$ cat src/rtl/stream_downsample.sv
// -----------------------------------------------------------------------------
// stream_downsample
//
// Valid/ready decimator for raster-ordered pixel streams. Keeps one pixel per
// FACTOR_X columns and one row per FACTOR_Y rows of an IMG_W x IMG_H frame and
// drops the rest. Kept pixels pass through a one-entry registered output stage
// that also carries an end-of-frame marker. A per-frame bypass mode, latched on
// the first beat of each frame, forwards every pixel.
//
// Ports:
//   CLK             clock, all state updates on the rising edge
//   RESET           synchronous, active-high reset
//   bypass          1 = forward every pixel, 0 = decimate (sampled at frame start)
//   data_in_valid   input pixel present
//   data_in_data    input pixel
//   data_in_ready   block accepts the input pixel this cycle
//   data_out_valid  output register holds a pixel
//   data_out_data   output pixel
//   data_out_last   output pixel is the last kept pixel of its frame
//   data_out_ready  downstream accepts the output pixel
// -----------------------------------------------------------------------------
module stream_downsample #(
    parameter int DATA_WIDTH = 16,
    parameter int IMG_W      = 32,
    parameter int IMG_H      = 32,
    parameter int FACTOR_X   = 2,
    parameter int FACTOR_Y   = 2
) (
    input  logic                  CLK,
    input  logic                  RESET,
    input  logic                  bypass,
    input  logic                  data_in_valid,
    input  logic [DATA_WIDTH-1:0] data_in_data,
    output logic                  data_in_ready,
    output logic                  data_out_valid,
    output logic [DATA_WIDTH-1:0] data_out_data,
    output logic                  data_out_last,
    input  logic                  data_out_ready
);

    localparam int XW  = (IMG_W    > 1) ? $clog2(IMG_W)    : 1;
    localparam int YW  = (IMG_H    > 1) ? $clog2(IMG_H)    : 1;
    localparam int PXW = (FACTOR_X > 1) ? $clog2(FACTOR_X) : 1;
    localparam int PYW = (FACTOR_Y > 1) ? $clog2(FACTOR_Y) : 1;

    localparam logic [XW-1:0]  X_MAX  = XW'(IMG_W - 1);
    localparam logic [YW-1:0]  Y_MAX  = YW'(IMG_H - 1);
    localparam logic [PXW-1:0] PX_MAX = PXW'(FACTOR_X - 1);
    localparam logic [PYW-1:0] PY_MAX = PYW'(FACTOR_Y - 1);

    // Coordinates of the last kept pixel of a decimated frame: the largest
    // multiple of the factor that still lies inside the frame.
    localparam logic [XW-1:0]  X_LAST_DEC = XW'(((IMG_W - 1) / FACTOR_X) * FACTOR_X);
    localparam logic [YW-1:0]  Y_LAST_DEC = YW'(((IMG_H - 1) / FACTOR_Y) * FACTOR_Y);

    logic [XW-1:0]         x_q, x_d;
    logic [YW-1:0]         y_q, y_d;
    logic [PXW-1:0]        px_q, px_d;
    logic [PYW-1:0]        py_q, py_d;
    logic                  mode_q, mode_d;
    logic                  out_valid_q, out_valid_d;
    logic [DATA_WIDTH-1:0] out_data_q, out_data_d;
    logic                  out_last_q, out_last_d;

    logic                  frame_start_s;
    logic                  mode_s;
    logic                  keep_s;
    logic                  last_s;
    logic                  x_end_s;
    logic                  y_end_s;
    logic                  in_ready_s;
    logic                  accept_s;

    // Decode of the current beat: mode, keep/last decision and handshake.
    always_comb begin
        frame_start_s = (x_q == {XW{1'b0}}) && (y_q == {YW{1'b0}});
        // At the first beat of a frame the live bypass input decides the mode;
        // everywhere else the mode latched at that beat is used.
        mode_s  = frame_start_s ? bypass : mode_q;
        keep_s  = mode_s | ((px_q == {PXW{1'b0}}) & (py_q == {PYW{1'b0}}));
        x_end_s = (x_q == X_MAX);
        y_end_s = (y_q == Y_MAX);
        if (mode_s) begin
            last_s = x_end_s & y_end_s;
        end else begin
            last_s = (x_q == X_LAST_DEC) & (y_q == Y_LAST_DEC);
        end
        // Dropped pixels never need the output register, so they are taken
        // even while the output is stalled.
        in_ready_s = ~RESET & (~keep_s | ~out_valid_q | data_out_ready);
        accept_s   = data_in_valid & in_ready_s;
    end

    // Next-state of the raster counters, phase counters and frame mode.
    always_comb begin
        x_d    = x_q;
        y_d    = y_q;
        px_d   = px_q;
        py_d   = py_q;
        mode_d = mode_q;
        if (accept_s) begin
            if (frame_start_s) begin
                mode_d = bypass;
            end else begin
                mode_d = mode_q;
            end
            if (x_end_s) begin
                x_d  = {XW{1'b0}};
                px_d = {PXW{1'b0}};
                if (y_end_s) begin
                    y_d  = {YW{1'b0}};
                    py_d = {PYW{1'b0}};
                end else begin
                    y_d = y_q + YW'(1'b1);
                    if (py_q == PY_MAX) begin
                        py_d = {PYW{1'b0}};
                    end else begin
                        py_d = py_q + PYW'(1'b1);
                    end
                end
            end else begin
                x_d = x_q + XW'(1'b1);
                if (px_q == PX_MAX) begin
                    px_d = {PXW{1'b0}};
                end else begin
                    px_d = px_q + PXW'(1'b1);
                end
            end
        end else begin
            x_d  = x_q;
            px_d = px_q;
        end
    end

    // Next-state of the one-entry output register; a load wins over a drain
    // so a simultaneous drain and load keeps full throughput.
    always_comb begin
        out_valid_d = out_valid_q;
        out_data_d  = out_data_q;
        out_last_d  = out_last_q;
        if (accept_s && keep_s) begin
            out_valid_d = 1'b1;
            out_data_d  = data_in_data;
            out_last_d  = last_s;
        end else if (out_valid_q && data_out_ready) begin
            out_valid_d = 1'b0;
        end else begin
            out_valid_d = out_valid_q;
        end
    end

    // State registers with synchronous reset.
    always_ff @(posedge CLK) begin
        if (RESET) begin
            x_q         <= {XW{1'b0}};
            y_q         <= {YW{1'b0}};
            px_q        <= {PXW{1'b0}};
            py_q        <= {PYW{1'b0}};
            mode_q      <= 1'b0;
            out_valid_q <= 1'b0;
            out_data_q  <= {DATA_WIDTH{1'b0}};
            out_last_q  <= 1'b0;
        end else begin
            x_q         <= x_d;
            y_q         <= y_d;
            px_q        <= px_d;
            py_q        <= py_d;
            mode_q      <= mode_d;
            out_valid_q <= out_valid_d;
            out_data_q  <= out_data_d;
            out_last_q  <= out_last_d;
        end
    end

    assign data_in_ready  = in_ready_s;
    assign data_out_valid = out_valid_q;
    assign data_out_data  = out_data_q;
    assign data_out_last  = out_last_q;

endmodule
$ cat config.mk
export PLATFORM = sky130hd
export DESIGN_NAME = stream_downsample
export DESIGN_NICKNAME = d
export VERILOG_FILES = /design/src/rtl/stream_downsample.sv
export SDC_FILE = /design/constraint.sdc
export NUM_CORES = 1
export LEC_CHECK = 0
export ABC_CLOCK_PERIOD_IN_PS = 2750
export BUFFER_PORTS_ARGS = -buffer_cell sky130_fd_sc_hd__buf_2
export CORE_UTILIZATION = 30
export DETAILED_ROUTE_END_ITERATION = 6
export HOLD_SLACK_MARGIN = 0.08
export PLACE_DENSITY = 0.46
export SETUP_SLACK_MARGIN = 0.02
export SYNTH_ARGS = -nofsm -noshare
export SYNTH_HDL_FRONTEND = slang
export SYNTH_SLANG_ARGS = --single-unit
$ cat constraint.sdc
create_clock -name CLK -period 2.75 [get_ports CLK]
set_clock_uncertainty 0.2 [all_clocks]
set_input_delay 0.55 -clock CLK [delete_from_list [all_inputs] [get_ports CLK]]
set_output_delay 0.55 -clock CLK [all_outputs]
set_load 0.02 [all_outputs]
# Word level (Yosys, flattened, before mapping)
# Index checks and enable logic that the tools add are counted.
dict set report classes {
  n_addsub 4
  eq_ne 4
  muxes 10
  n_bitwise 13
  n_reduce_logical 7
}
# operator n
set op_table {}
lappend op_table {{$eq A5 B5 Y1 const B} 4}
lappend op_table {{$add A5 B1 Y5 const B} 2}
lappend op_table {{$logic_not A5 Y1} 2}
lappend op_table {{$mux W5} 2}
lappend op_table {{$mux W1} 8}
lappend op_table {{$and A1 B1 Y1} 5}
lappend op_table {{$not A1 Y1} 5}
lappend op_table {{$logic_and A1 B1 Y1} 3}
lappend op_table {{$or A1 B1 Y1} 3}
lappend op_table {{$add A1 B1 Y1 const B} 2}
lappend op_table {{$reduce_and A2 Y1} 1}
lappend op_table {{$reduce_bool A2 Y1} 1}
dict set report word_totals {
  regBits 31
  inputBits 21
  output_inout_bits 19
  word_cells 46
}

# Depth between registers and ports, before layout
# Gate-level depths: netlist of the first run.
dict set report depth {
  word_depth 11
  ltp_mapped 9
  depth_no_buf 7
}

# Worst setup path before layout of the first run
# Ideal clock, no wire load.
dict set report synth_timing {
  path_type {reg-to-output}
  startpoint {register y_q[0]}
  endpoint {output data_in_ready}
  t_arrival_ns 1.611
  required_time_ns 2.000
  slack_ns 0.389
  stages_incl_launch_ff 7
  n_path_buf 0
  path_cell_list {dfxtp_1 inv_1 ha_1 and4bb_1 a211oi_2 nor3_1 nor2_1}
}
dict set report synth_via {
  elab_chain_len 8
}
# item line
set synth_lines {}
lappend synth_lines {{start, declared} 57} ;# logic [YW-1:0] y_q, y_d;
lappend synth_lines {{start signal, assigned} 156} ;# y_q <= {YW{1'b0}};
lappend synth_lines {{start signal, assigned} 165} ;# y_q <= y_d;
lappend synth_lines {{$logic_not A5 Y1} 76} ;# frame_start_s = (x_q == {XW{1'b0}}) && (y_q == {YW{1'b0}});
lappend synth_lines {{$logic_and A1 B1 Y1} 76}
lappend synth_lines {{$mux W1} --}
lappend synth_lines {{$or A1 B1 Y1} 80} ;# keep_s = mode_s | ((px_q == {PXW{1'b0}}) & (py_q == {PYW{1'b0}}));
lappend synth_lines {{$not A1 Y1} 90} ;# in_ready_s = ~RESET & (~keep_s | ~out_valid_q | data_out_ready);
lappend synth_lines {{$or A1 B1 Y1 (2 in series)} 90}
lappend synth_lines {{$and A1 B1 Y1} 90}
lappend synth_lines {{end, declared} 34} ;# output logic data_in_ready,
# No other way between the ends.

# Worst setup path after layout of the first run
dict set report layout_timing {
  startpoint {register x_q[0]}
  endpoint {output data_in_ready}
}
dict set report layout_via {
  elab_chain_len 8
}
# item line
set layout_lines {}
lappend layout_lines {{start, declared} 56} ;# logic [XW-1:0] x_q, x_d;
lappend layout_lines {{start signal, assigned} 155} ;# x_q <= {XW{1'b0}};
lappend layout_lines {{$logic_not A5 Y1} 76}
lappend layout_lines {{$logic_and A1 B1 Y1} 76}
lappend layout_lines {{$mux W1} --}
lappend layout_lines {{$or A1 B1 Y1} 80}
lappend layout_lines {{$not A1 Y1} 90}
lappend layout_lines {{$or A1 B1 Y1 (2 in series)} 90}
lappend layout_lines {{$and A1 B1 Y1} 90}
# No other way between the ends.

==> metrics.md, run 1 <==
| Metric | Value |
|---|---|
| Layout fillers | 518 |
| Core ar. | 4750 sq um |
| Fraction of layout cells with a size suffix above 1 | 33.0% |
| DRT Pass-1 Iters | 4 |
| Synth Area per Inst | 9.67 sq um |
| Initial DRC Count | 60 |
| Final worst slack | 0.147 ns |
| Clk slew on worst S/H paths | 0.06 ns |
| Worst Tran Pin Value | 0.420 ns |
| Crit path buffers/inverters | 2 |
| Die height | 72.7 microns |
| DP Area | 1740 sq um |
| Max Cap Viol | 0 |
| Startpoint Class | register |
| Worst hold path class | reg -> reg |
| Pwr per Cell Area | 514 nW/um^2 |
| CP peak stage delay | 0.36 ns |
| Vias | 1,239 |
| Slew headroom | 72.0% |
| CTS H-tree lvls | 2 |
| Input/output buffers | 39 |
| CP delay by family, top | simple AND/OR/NAND/NOR gates |
| Initial antenna violation count | 0 |
| Placement Rows | 25 |
| Peak Freq | 384 MHz |
| Initial Utilization | 31.5% |
| Fin. Hold Viols | 0 |
| Die area | 5280 sq um |
| Post-Place Setup Slack | 0.259 ns |
| Crit. End Element | output pin |
| Seq/Total Area, Yosys | 41.4% |
| WL final | 3220 microns |
| Slowest CP cell | a211oi_4 |
| Fin crit share | 94.6% |
| Vias per std cell | 4.64 |
| Run status | complete, no violations |
| Post-synth top area share | 41.4% |
| Post-route ant nets | 0 |
| WP data required | 2.00 ns |
| Post-synth net total | 184 |
| Synth warnings | 0 |
| Async set-reset flop share out of synthesis | 0% |
| Clock Latency Late Sink | 0.28 ns |
| Synth Register Bits | 31 |
| R2R Path End | y_q[2] |
| Setup total negative slack | 0 ns |
| Die Width | 72.7 microns |
| # IOs | 40 |
| GRT overflow | 0 |
| HP Start | py_q |
| Final #Nets | 229 |
| Area Overhead vs Synth | 25.0% |
| Critical-path maximum fanout | 5 |
| Max Slew Vio Count | 0 |
| Most frequent cells after synthesis | dfxtp_1, nor2_1, mux2i_1, o21ai_0, ha_1 |
| Post-detailed-placement half-perimeter wirelength | 2290 microns |
| Avg WL per Cell | 12.0 microns |
| CTS Buf Count | 5 |
| Diodes inserted | 0 |
| Global-route wire length before repair | 5420 microns |
| Ys flop type | dfxtp_1 |
| Mapped cell area | 1500 sq um |
| Largest area contributor in the netlist | dfxtp_1 |
| Hold Path Stages | 1 |
| Leak Pwr | 0.000803 uW |
| Worst flop-to-flop path startpoint | x_q[0] |
| Post-synth cell types | 37 |
| DRC Markers | 0 |
| Reg2reg path depth | 8 |
| R2r setup slk | 0.29 ns |
| Critical path class | reg -> out |
| Fin crit period | 2.60 ns |
| Post-Syn Instances | 155 |
| Top cells by area, synth | dfxtp_1, mux2i_1, ha_1, nor2_1, o21ai_0 |
| Critical Path, Cell by Cell | inv_1, ha_1, and4bb_2, a211oi_4, nor3_4, nor2_1, buf_2 |
| Count leader, synth | dfxtp_1 |
| RSZ-0062 raised after global routing | false |
| Final std cells w/o fill | 267 |
| Clock Sinks | 31 |
| # setup viols final | 0 |
| Cells after DPL | 258 |
| Clock tree buffer depth | 2 |
| Number of global-route vias before repair | 1,181 |
| CTS tree | yes |
| Final Cell Area | 1870 sq um |
| Total power | 963 uW |
| Root Buffer Master | clkbuf_8 |
| Crit path DAT | 1.85 ns |
| Start point of the critical path | x_q[0] |
| Pin count of the biggest net entering global routing | 34 |
| Tot GR Track Use | 13.5% |
| VDD IR max | 0.236 mV |
| GPL Wtd Cong | 0.811 |
| Hold-critical path endpoint | py_q |
| Number of synthesized flops with an enable pin | 0 |
==> worst max path at each step <==
stage                    endpoint  depth (start not counted)
finish              data_in_ready                          7
global route        data_in_ready                          7
CTS                 data_in_ready                          7
detailed placement  data_in_ready                          7
global placement    data_in_ready                          7
floorplan           data_in_ready                          6
==> registers in the layout (all words and copies together), names as in the netlist <==
name / cells
data_out_data: 16
x_q: 5
y_q: 5
data_out_last: 1
data_out_valid: 1
mode_q: 1
px_q: 1
py_q: 1
==> timing repair <==
action / CTS / global route
endpoints found under the setup margin: 1 / 1
cloned: 0 / 0
hold buffers: 0 / 0
pin swaps: 0 / 1
gates resized for setup: 2 / 7
buffers inserted: 0 / 2
==> cells by family after synthesis <==
family          share of synthesized area [%]
simple gates                             22.3
flops                                    41.4
buf+inv                                  6.43
fa+ha+maj                                6.68
compound gates                           11.2
mux                                      12.0
==> metrics by stage <==
step | utilization, % | hold WS (ns)
after floorplan | - | 0.245
after global placement | 36.7 | 0.267
after detailed placement | 36.7 | 0.271
after CTS | 38.8 | 0.280
after global routing | 39.4 | 0.295
final | 39.4 | 0.280
==> where the power goes <==
part           total, uW  internal (uW)  switching, uW
sequential           479            468           11.1
clock                357            196            161
combinational        126           54.7           71.6
==> layout make-up <==
| class | count | area, sq um | share of cell area, % |
|---|---|---|---|
| clock buffers | 6 | 82.6 | 4.41 |
| repair buffers | 45 | 240 | 12.8 |
| well taps | 67 | 83.8 | 4.48 |
| inverters | 7 | 26.3 | 1.40 |
| clock inverters | 1 | 5.00 | 0.267 |
| multi-input cells | 110 | 810 | 43.2 |
| flip-flops and latches | 31 | 626 | 33.4 |
==> cell usage in the layout, fill, tap and decap left out, types with 2 or more instances in the layout <==
cell / synthesis / routed
dfxtp_1: 31 / 27
buf_2: 1 / 39
buf_4: 2 / 6
and3_1: 2 / 2
inv_1: 7 / 7
o21ai_0: 11 / 11
a21oi_1: 7 / 7
ha_1: 8 / 8
nand4_1: 2 / 2
nand2_1: 7 / 7
nand3b_1: 6 / 6
mux2i_1: 18 / 18
nor2_1: 25 / 25
or3_1: 2 / 2
clkbuf_8: 0 / 6
dfxtp_2: 0 / 4
o31ai_1: 2 / 2
==> routing by layer <==
layer,vias up,track usage [%],wire length (microns),part of all wire (%)
met5,-,0,0,0
met1,580,17.3,1540,48
met4,0,5.45,17,0.53
met3,2,5.80,144,4.5
met2,24,20.0,1520,47
li1,633,-,-,-
Power figures use the tool's default switching activity.
==> run 2, diff against run 1 <==
--- a/config.mk
+++ b/config.mk
@@ -5,12 +5,13 @@
 export SDC_FILE = /design/constraint.sdc
 export NUM_CORES = 1
 export LEC_CHECK = 0
-export ABC_CLOCK_PERIOD_IN_PS = 2750
+export ABC_AREA = 1
+export ABC_CLOCK_PERIOD_IN_PS = 3400
 export BUFFER_PORTS_ARGS = -buffer_cell sky130_fd_sc_hd__buf_2
 export CORE_UTILIZATION = 30
 export DETAILED_ROUTE_END_ITERATION = 6
 export HOLD_SLACK_MARGIN = 0.08
-export PLACE_DENSITY = 0.46
+export PLACE_DENSITY = 0.6
 export SETUP_SLACK_MARGIN = 0.02
 export SYNTH_ARGS = -nofsm -noshare
 export SYNTH_HDL_FRONTEND = slang
==> constraint.sdc (replaced) <==
create_clock -name CLK -period 3.4 [get_ports CLK]
set_clock_uncertainty 0.2 [all_clocks]
set_input_delay 0.68 -clock CLK [delete_from_list [all_inputs] [get_ports CLK]]
set_output_delay 0.68 -clock CLK [all_outputs]
set_load 0.02 [all_outputs]
==> metrics.md, run 2 <==
| Metric | Value |
|---|---|
| Run status | complete, no violations |
| Area Overhead vs Synth | 18.6% |
| Pin count of the biggest net entering global routing | 36 (+5.9%) |
| Largest area contributor in the netlist | dfxtp_1 |
| Reg2reg path depth | 9 (+1) |
| CTS hold repair buffers | 0 (unchanged) |
| Max FFs per register | 16 (unchanged) |
| Die height | 75.7 microns (+4.2%) |
| Synth warnings | 0 (unchanged) |
| Combinational share of power | 16.0% (+2.9 points) |
| HP Start | px_q |
| Multi-input logic area | 806 sq um (-0.46%) |
| Avg WL per Cell | 9.46 microns (-22%) |
| CTS Buf Count | 5 (unchanged) |
| Startpoint Class | register |
| Critical path class | reg -> out |
| WL final | 3290 microns (+2.3%) |
| Total power | 796 uW (-17%) |
| Switching share of total power | 28.2% (+2.8 points) |
| Clock tree buffer depth | 2 (unchanged) |
| GPL Wtd Cong | 0.829 (+2.3%) |
| Async set-reset flop share out of synthesis | 0% (unchanged) |
| # IOs | 40 (unchanged) |
| Root Buffer Master | clkbuf_8 |
| Postcts setup bufs | 0 (unchanged) |
| Leak Pwr | 0.00102 uW (+27%) |
| Critical Path, Cell by Cell | inv_1, ha_1, nand2_1, nor2_2, nand3_1, nand3_4, a21oi_2, buf_2 |
| Initial antenna violation count | 0 (unchanged) |
| Fin. Hold Viols | 0 (unchanged) |
| Number of global-route vias before repair | 1,066 (-9.7%) |
| Diodes inserted | 0 (unchanged) |
| FF/Latch Area | 621 sq um (-0.80%) |
| GRT overflow | 0 (unchanged) |
| Post-detailed-placement half-perimeter wirelength | 2420 microns (+5.3%) |
| Vias | 1,431 (+15%) |
| Initial DRC Count | 67 (+12%) |
| Placement Rows | 26 (+4.0%) |
| Count leader, synth | nand2_1 |
| Die Width | 75.7 microns (+4.2%) |
| Commonest non-fill, non-tap cell in the layout | nand2_1 |
| Fin crit share | 78.2% |
| CTS tree | yes |
| Clk slew on worst S/H paths | 0.07 ns (about the same) |
| Fraction of layout cells with a size suffix above 1 | 21.9% (-11 points) |
| RSZ-0062 raised after global routing | false |
| Final std cells w/o fill | 348 (+30%) |
| Cells after DPL | 340 (+32%) |
| Clock Latency Late Sink | 0.27 ns (about the same) |
| Clock Sinks | 31 (unchanged) |
| Synth Register Bits | 31 (unchanged) |
| Worst Tran Pin Value | 0.533 ns (+0.113 ns) |
| Synth Area per Inst | 6.85 sq um (-29%) |
| CP peak stage delay | 0.39 ns (+0.03 ns) |
| Worst hold path class | reg -> reg |
| DRT Pass-1 Iters | 4 (unchanged) |
| Peak Freq | 376 MHz |
| Hold Path Stages | 2 (+1) |
| Initial Utilization | 31.5% (about the same) |
| Input/output buffers | 39 (unchanged) |
| Max Cap Viol | 0 (unchanged) |
| Tot GR Track Use | 11.0% (-2.6 points) |
| Post-synth cell types | 25 (-32%) |
| Fin crit period | 2.66 ns |
| WP data required | 2.52 ns (+0.52 ns) |
| Seq/Total Area, Yosys | 38.1% (-3.3 points) |
| VDD IR max | 0.262 mV (+11%) |
| Max Slew Vio Count | 0 (unchanged) |
| Top cells by area, synth | dfxtp_1, nand2_1, nor2_1, inv_1, ha_1 |
| PostCTS Resize Cnt | 0 (-2) |
| Ys flop type | dfxtp_1 |
| Internal power | 572 uW (-20%) |
| Critical-path maximum fanout | 5 (unchanged) |
| CP delay by family, top | flip-flops |
| Final #Nets | 306 (+34%) |
| Start point of the critical path | x_q[0] |
| Clock power share | 34.6% (-2.5 points) |
| Commonest non-fill, non-tap cells in the layout | nand2_1, nor2_1, buf_2 |
| # setup viols final | 0 (unchanged) |
| Setup total negative slack | 0 ns (unchanged) |
| DRC Markers | 0 (unchanged) |
| Crit path buffers/inverters | 2 (unchanged) |
| CP Depth | 8 (+1) |
| Mapped cell area | 1630 sq um (+8.8%) |
| Crit. End Element | output pin |
| Vias per std cell | 4.11 (-11%) |
| Post-synth net total | 267 (+45%) |
| Number of synthesized flops with an enable pin | 0 (unchanged) |
| Post-Syn Instances | 238 (+54%) |
| Layout fillers | 542 (+4.6%) |
| Crit path DAT | 1.78 ns (-0.07 ns) |
| Die area | 5730 sq um (+8.5%) |
| Core ar. | 5170 sq um (+8.8%) |
| Slowest CP cell | dfxtp_1 |
| Post-synth top area share | 38.1% (-3.3 points) |
| Post-route ant nets | 0 (unchanged) |
| Sequential power share | 49.4% (-0.4 points) |
| Most frequent cells after synthesis | nand2_1, nor2_1, inv_1, dfxtp_1 |
| Switching power | 224 uW (-8.1%) |
| Slew headroom | 64.4% (-7.5 points) |
| Global-route wire length before repair | 4740 microns (-13%) |
| CTS H-tree lvls | 2 (unchanged) |
| Worst flop-to-flop path startpoint | x_q[0] |
| Pwr per Cell Area | 412 nW/um^2 (-20%) |
run 2: cells by family (layout without fill, tap and decap cells):
kind of cell / after synthesis / count (layout) / synth area share, %
flops: 31 / 31 / 38.1
compound gates: 15 / 15 / 4.83
buf+inv: 44 / 84 / 12.5
fa+ha+maj: 8 / 8 / 6.14
simple gates: 140 / 140 / 38.4
run 2: power groups by stage:
stage | Sequential, uW | Clock, uW | Combinational [uW]
2_1_floorplan | 422 | 0 | 70.8
3_3_place_gp | 402 | 0 | 128
3_5_place_dp | 402 | 0 | 128
4_1_cts | 394 | 289 | 129
5_1_grt | 396 | 303 | 142
6_report | 394 | 276 | 127
run 2: path summary, 6_finish.rpt:
path,endpoint,slack [ns]
setup / recovery,data_in_ready,0.74
hold / removal,px_q,0.27
setup reg to reg,data_out_last,1.30
hold reg to reg,px_q,0.27
run 2: metrics by stage:
stage               setup slack (ns)  cell area [sq um]  hold slack [ns]  utilization, %
floorplan                       1.22               1630            0.244               -
global placement               0.991               1850            0.252            35.8
detailed placement              1.00               1850            0.259            35.8
CTS                            0.703               1930            0.270            37.4
global route                   0.612               1930            0.308            37.4
finish                         0.742               1930            0.267            37.4
run 2: area by class of cell:
class | instances | share of cell area, %
clock buffer | 7 | 3.95
clock inverter | 1 | 0.259
inverter | 36 | 6.99
multi-input combinational | 163 | 41.7
sequential | 31 | 32.1
tap | 70 | 4.53
timing repair buffer | 40 | 10.5
run 2: per-layer routing:
metal / wire (microns) / up-vias / GRT usage (%) / part of all wire (%)
met5: 0 / - / 0 / 0
met4: 24 / 0 / 3.70 / 0.73
met3: 108 / 2 / 2.78 / 3.3
met2: 1530 / 26 / 15.5 / 47
met1: 1620 / 607 / 16.1 / 49
li1: - / 796 / - / -
run 2: worst register-to-register path: cells and delay by family, from the launching register on:
kind,cells,cell delay (ns)
adder cells (fa/ha/maj),1,0.17
flip-flops,1,0.34
AND/OR/NAND/NOR,7,1.18
buffers and inverters,1,0.10
